--- config.mk ---
export PLATFORM = sky130hd
export DESIGN_NAME = game_timer
export DESIGN_NICKNAME = d
export VERILOG_FILES = /design/src/rtl/game_timer.sv
export SDC_FILE = /design/constraint.sdc
export NUM_CORES = 1
export LEC_CHECK = 0
export CELL_PAD_IN_SITES_DETAIL_PLACEMENT = 2
export CELL_PAD_IN_SITES_GLOBAL_PLACEMENT = 2
export CORE_ASPECT_RATIO = 0.9
export CORE_UTILIZATION = 25
export DETAILED_ROUTE_END_ITERATION = 8
export PLACE_DENSITY_LB_ADDON = 0.05
export REMOVE_ABC_BUFFERS = 1
export SLEW_MARGIN = 20
export SYNTH_ARGS = -nofsm -noshare
export SYNTH_HDL_FRONTEND = slang
export SYNTH_SLANG_ARGS = --single-unit
--- constraint.sdc ---
create_clock -name clk -period 1.7 [get_ports clk]
set_input_delay 0.425 -clock clk [delete_from_list [all_inputs] [get_ports clk]]
set_output_delay 0.425 -clock clk [all_outputs]
set_load 0.01 [all_outputs]
--- src/rtl/game_timer.sv ---
// Elapsed mm:ss play timer for the sudoku game. Counts one second per level
// change of the divider output and flags expiry at a configurable limit.
module game_timer #(
    parameter int LIMIT_MIN = 99,
    parameter int LIMIT_SEC = 59
) (
    input  logic       clk,
    input  logic       reset,
    input  logic       tick_in,
    input  logic       start,
    input  logic       pause,
    input  logic       finish,
    input  logic       clear,
    output logic [3:0] min_tens,
    output logic [3:0] min_ones,
    output logic [3:0] sec_tens,
    output logic [3:0] sec_ones,
    output logic       running,
    output logic       time_up,
    output logic [1:0] state
);

    typedef enum logic [2:0] {
        S_IDLE,
        S_RUN,
        S_PAUSE,
        S_DONE,
        S_EXP
    } state_t;

    // Digit order in the packed vector: [3]=min_tens ... [0]=sec_ones.
    localparam logic [15:0] LIMIT_BCD = {4'(LIMIT_MIN / 10), 4'(LIMIT_MIN % 10),
                                         4'(LIMIT_SEC / 10), 4'(LIMIT_SEC % 10)};

    state_t          state_reg, state_next;
    logic            tick_d_reg;
    logic [3:0][3:0] digit_reg, digit_next, digit_inc;
    logic [3:0]      is_max;
    logic [3:0]      carry;
    logic            sec_evt;
    logic            at_max;

    assign sec_evt = tick_in ^ tick_d_reg;
    assign at_max  = &is_max;

    generate
        for (genvar gi = 0; gi < 4; gi++) begin : g_digit
            localparam logic [3:0] DMAX = (gi == 1 || gi == 3 && 0) ? 4'd5 : 4'd9;
            assign is_max[gi] = (digit_reg[gi] == DMAX);
            if (gi == 0) begin : g_lsd
                assign carry[gi] = 1'b1;
            end else begin : g_upper
                assign carry[gi] = &is_max[gi-1:0];
            end
            assign digit_inc[gi] = !carry[gi] ? digit_reg[gi] :
                                   (is_max[gi] ? 4'd0 : digit_reg[gi] + 4'd1);
        end
    endgenerate

    always_comb begin
        state_next = state_reg;
        digit_next = digit_reg;
        if (clear) begin
            state_next = S_IDLE;
            digit_next = '0;
        end else begin
            case (state_reg)
                S_IDLE: begin
                    if (start) begin
                        state_next = S_RUN;
                        digit_next = '0;
                    end
                end
                S_RUN: begin
                    // A same-cycle second is always counted; hitting the limit beats finish/pause.
                    if (sec_evt && !at_max) begin
                        digit_next = digit_inc;
                    end
                    if (sec_evt && !at_max && digit_inc == LIMIT_BCD) begin
                        state_next = S_EXP;
                    end else if (finish) begin
                        state_next = S_DONE;
                    end else if (pause) begin
                        state_next = S_PAUSE;
                    end
                end
                S_PAUSE: begin
                    if (finish) begin
                        state_next = S_DONE;
                    end else if (start && !pause) begin
                        state_next = S_RUN;
                    end
                end
                default: ;
            endcase
        end
    end

    always_ff @(posedge clk) begin
        tick_d_reg <= tick_in;
        if (reset) begin
            state_reg <= S_IDLE;
            digit_reg <= '0;
        end else begin
            state_reg <= state_next;
            digit_reg <= digit_next;
        end
    end

    always_comb begin
        state = 2'd3;
        case (state_reg)
            S_IDLE:  state = 2'd0;
            S_RUN:   state = 2'd1;
            S_PAUSE: state = 2'd2;
            default: state = 2'd3;
        endcase
    end

    assign running  = (state_reg == S_RUN);
    assign time_up  = (state_reg == S_EXP);
    assign min_tens = digit_reg[3];
    assign min_ones = digit_reg[2];
    assign sec_tens = digit_reg[1];
    assign sec_ones = digit_reg[0];

endmodule

# Word-level counts from Yosys, hierarchy flattened
# Index checks and enable logic that the tools add are counted.
op_classes:
  reduce_logical: 14
  n_bitwise: 1
  addsub: 4
  eq_ne: 12
  mux: 18
ops:
  columns: ["op", "n"]
  rows:
  - ["16-bit two-way mux", 2]
  - ["16-bit case mux with 2 select lines", 1]
  - ["4-bit two-way mux", 7]
  - ["3-bit two-way mux", 6]
  - ["4-bit by 1-bit adder with 4-bit output (second input constant)", 4]
  - ["16-bit == test (second input constant)", 1]
  - ["4-bit == test (second input constant)", 3]
  - ["3-bit case mux with 3 select lines", 1]
  - ["4-bit AND reduction", 2]
  - ["2-bit case mux with 3 select lines", 1]
  - ["3-bit AND reduction", 2]
  - ["4-bit by 3-bit == test with 1-bit output (second input constant)", 1]
  - ["4-bit by 3-bit != test with 1-bit output (second input constant)", 1]
  - ["3-bit by 1-bit == test with 1-bit output (second input constant)", 1]
  - ["3-bit by 2-bit == test with 1-bit output (second input constant)", 1]
  - ["3-bit == test (second input constant)", 1]
  - ["1-bit logical AND", 3]
  - ["3-bit logical NOT", 1]
  - ["3-bit != test (second input constant)", 1]
  - ["3-bit nonzero test", 1]
  - ["1-bit logical NOT", 2]
  - ["2-bit by 1-bit != test with 1-bit output (second input constant)", 1]
  - ["2-bit != test (second input constant)", 1]
  - ["2-bit AND reduction", 1]
  - ["other kinds (3)", 3]
totals:
  word_cells: 55
  reg_bits: 20
  in_bits: 7

# Logic depth before layout (Yosys ltp)
logic_depth:
  depth_word: 7
  depth_mapped: 6
  ltp_nobuf: 5

# Worst setup path after synthesis
# Ideal clock, no wire load.
synth_path:
  path_type: "flip-flop to flip-flop"
  startpoint: "register digit_reg, in the netlist sec_tens[2]"
  endpoint: "register digit_reg, in the netlist min_tens[0]"
  synth_period_minus_slack_ps: 1814
  slack_ps: -114
  arrival_ps: 1744
  path_stages_with_launch: 6
  t_required_ps: 1629
  n_path_buf: 0
  setup_time_ps: 71
  cell_sequence: "dfxtp_1 > nor4bb_1 > nand4_1 > o21bai_2 > or4_1 > a21oi_1"
synth_between:
  elab_chain_len: 6
synth_lines:
  columns: ["item", "line_no", "text"]
  rows:
  - ["from (decl)", "37", "logic [3:0][3:0] digit_reg, digit_next, digit_inc;"]
  - ["from (signal assigned)", "106", "digit_reg <= digit_next;"]
  - ["4-bit by 3-bit == test with 1-bit output (*)", "49", "assign is_max[gi] = (digit_reg[gi] == DMAX);"]
  - ["4-bit AND reduction", "44", "assign at_max = &is_max;"]
  - ["1-bit logical NOT", "76", "if (sec_evt && !at_max) begin"]
  - ["1-bit logical AND", "76", null]
  - ["2-bit by 1-bit != test with 1-bit output (no source line)", null, null]
  - ["3-bit AND reduction (no source line)", null, null]
# Mark *: on every way between the ends. The rest lies on a longest branch, timed or not. The select of a mux whose other input is x is not followed.
# A chain may end at the register's enable or synchronous reset.

# Worst setup path after layout
layout_path:
  startpoint: "register state_reg[2]"
  endpoint: "register digit_reg, in the netlist sec_tens[3]"
layout_between:
  elab_chain_len: 3
layout_lines:
  columns: ["item", "line_no", "text"]
  rows:
  - ["from (decl)", "35", "state_t state_reg, state_next;"]
  - ["from (signal assigned)", "105", "state_reg <= state_next;"]
  - ["3-bit by 1-bit == test with 1-bit output or 3-bit logical NOT (tied branches)", "67", "case (state_reg)"]
  - ["2-bit by 1-bit != test with 1-bit output (no source line) (tied with other cells)", null, null]
  - ["3-bit AND reduction (no source line)", null, null]
# Several ways; a longest one is shown, not always the timed one.

==> flow_summary.toml <==
[yosys]
synth-edff-count = 0
syn_area_mm2 = 0.001126
synth_cell_type_count = 42
synth_flop_cell = "dfxtp_1"
ys_top_cells_by_count = "dfxtp_1 (20), a21oi_1 (14), nor2_1 (10), inv_1 (9)"
synth.area.top_cells = "dfxtp_1 (36%), a21oi_1 (6.2%), mux2i_1 (4.4%)"
syn_area_per_cell_um2 = 8.280
synthArstFlopShare = 0
synth.most_common_cell = "dfxtp_1"
synth_top_area_frac = 0.3556
ys_seq_area_frac = 0.3556
ys_warn_count = 0
synth-seq-cells = 20
synth_cells = 136
synth_top_area_cell = "dfxtp_1"

[setup_path]
path_cells = "or3b_4 -> buf_6 -> nor2_4 -> a21oi_4 -> or4_4 -> a21oi_2"
endpoint_kind = "flip-flop"
cp_slowest_stage_delay_ns = 0.52
rrSetupSlack_ns = -0.15
rr_endpoint = "sec_tens[3]$_SDFFE_PP0P_"
cp_slowest_cell = "or4_4"
crit_arrival_ns = 2.06
crit_start = "state_reg[2]$_SDFFE_PP0P_"
path_max_fanout = 7
start_kind = "flip-flop"
worstPathRequired_ns = 1.90
r2r_cells = 6
crit_type = "reg2reg"
r2r_start = "state_reg[2]$_SDFFE_PP0P_"
crit_path_end = "sec_tens[3]$_SDFFE_PP0P_"

[sta]
fin_ws_ns = -0.1541
rsz0062_at_grt = "yes"
hold_viol_final = 0
clock_skew_ns = 0.002162
slew_headroom = 0.6703
clock.fmax_mhz = 539.4
whs_ns = 0.5095
period_share = 1.091
drv_slew = 0
tightest_slew_ns = 0.4882
period_minus_slack_ns = 1.854
setup_violations = 16

[min_path]
hold_class = "reg2reg"

[power]
p_leak_nw = 0.8434
powerDensity_mw_per_mm2 = 487.7
ir_worst_vdd_v = 0.0003838

[floorplanning]
fp.dieW_um = 72.75
io_pins = 27
num_rows = 22
dieArea_mm2 = 0.004777
start_util = 0.2691
coreArea_mm2 = 0.004184
die_y_um = 65.67

[clock_network]
cts_buffers = 3
cts_sinks = 20
cts_max_level = 1
root_buffer = "clkbuf_8"
cts_tree = "yes"
clk_pin_slew_ns = 0.08
clock_latency_ns = 0.27
clock_path_buffers = 2

[placed_design]
place_hpwl_mm = 3.036
io_buffers = 26
place.gp.congestion = 0.7865

[cells_and_area]
fillers = 460
nets = 215
diodes = 0
multi_input_area_um2 = 838.3
final_core_util = 0.4889
ff_latch_area_um2 = 410.4
drive_gt1_frac = 0.4589
area_growth_pct = 81.67

[flow_run]
max_cap_violations = 0

[global_route]
grt_max_degree = 15
first_global_vias = 1460
grt_pass1_wl_mm = 7.293
track_usage = 0.2025
grt_remaining_overflow = 0
antenna_found_initial = 0

[drt]
routedWlPerCell_um = 16.73
drcViolationCount = 0
detailroute.via_count = 1305
avgViaCountPerCell = 4.888
first_pass_iters = 2
ant_nets = 0
drt_iter0_markers = 17
drt_wl_total_mm = 4.466

[run_status]
violations = "setup timing"
status = "finished with violations"
==> what timing repair did <==
action	4_1_cts	5_1_grt
setup buffers	3	1
endpoints found under the hold margin	0	0
gates resized for setup	57	19
pin swaps	23	8
hold buffers	0	0
endpoints found under the setup margin	35	24
==> cells in the final DEF (no fill, tap or decap), types with 2 or more instances in the layout <==
cell             netlist  layout
nand2_1                7       7
nand3_1                7       5
clkdlybuf4s50_1        0       8
dfxtp_1               20      14
a21oi_2                1       4
nor2_1                10      10
nand2b_1               2       2
dlygate4sd2_1          0      11
xnor2_1                4       3
or4b_4                 0       2
nand4_1                2       2
buf_12                 0       2
clkbuf_2               0       2
buf_6                  1       7
o21ai_0                5       4
a31oi_1                3       3
or2_2                  4       4
dlymetal6s2s_1         0       3
mux2i_1                5       4
inv_1                  9       8
o31ai_1                4       4
dfxtp_2                0       5
clkbuf_8               0       4
buf_4                  0      38
or3_1                  4       4
a21oi_1               14      10
or4_4                  0       2
==> metal layers <==
metal  part of all wire  global-route usage
met1               0.46              0.2376
met2               0.51              0.3797
met3              0.021             0.03681
met4             0.0081             0.04412
met5                  0                   0
==> worst max-delay path, delay by kind of cell (launching register included) <==
kind,cells,cell delay (ns)
AND/OR/NAND/NOR,3,1.06
buffers and inverters,1,0.15
flip-flops,1,0.34
AO/OA/AOI/OAI,2,0.23
==> kinds of logic after synthesis <==
| kind of cell | synth area share |
|---|---|
| AOI/OAI and AO/OA | 0.2145 |
| xor gates and xnor gates | 0.03111 |
| buffers and inverters | 0.05333 |
| DFF | 0.3556 |
| muxes | 0.04445 |
| and+or+nand+nor | 0.3011 |
==> worst min path at each step <==
stage	startpoint	to	slack, ns	cells past startpoint
5_1_grt	tick_in	tick_d_reg$_DFF_P_	0.53	1
2_1_floorplan	tick_in	tick_d_reg$_DFF_P_	0.45	0
6_report	sec_ones[0]$_SDFFE_PP0P_	sec_ones[0]$_SDFFE_PP0P_	0.51	1
4_1_cts	tick_in	tick_d_reg$_DFF_P_	0.52	1
3_3_place_gp	sec_tens[0]$_SDFFE_PP0P_	sec_tens[0]$_SDFFE_PP0P_	0.53	2
3_5_place_dp	sec_tens[0]$_SDFFE_PP0P_	sec_tens[0]$_SDFFE_PP0P_	0.57	2
==> power by group <==
part	total [W]	internal, W	switching (W)
Clock	0.000375	0.000207	0.000168
Combinational	0.000150	0.0000749	0.0000750
Sequential	0.000473	0.000470	0.00000316
==> through the flow <==
step / total power, W / worst slack, ns / cells / area (um^2) / TNS, ns
2_1_floorplan: 0.0005282 / -0.1181 / 131 / 1100 / -0.7317
3_3_place_gp: 0.0005989 / -0.5147 / 261 / 1790 / -8.389
3_5_place_dp: 0.0006037 / -0.6369 / 261 / 1790 / -9.943
4_1_cts: 0.001005 / -0.2004 / 268 / 1987 / -1.337
5_1_grt: 0.001036 / -0.2361 / 267 / 2046 / -2.602
6_report: 0.0009976 / -0.1541 / 267 / 2046 / -1.440
==> area by class of cell <==
type | count | area share
well taps | 60 | 0.03670
multi-input cells | 102 | 0.4098
flip-flops and latches | 20 | 0.2006
clock buffers | 4 | 0.02691
inverters | 9 | 0.01651
repair buffers | 72 | 0.3095
No activity file was read; power rests on OpenSTA's default activity.
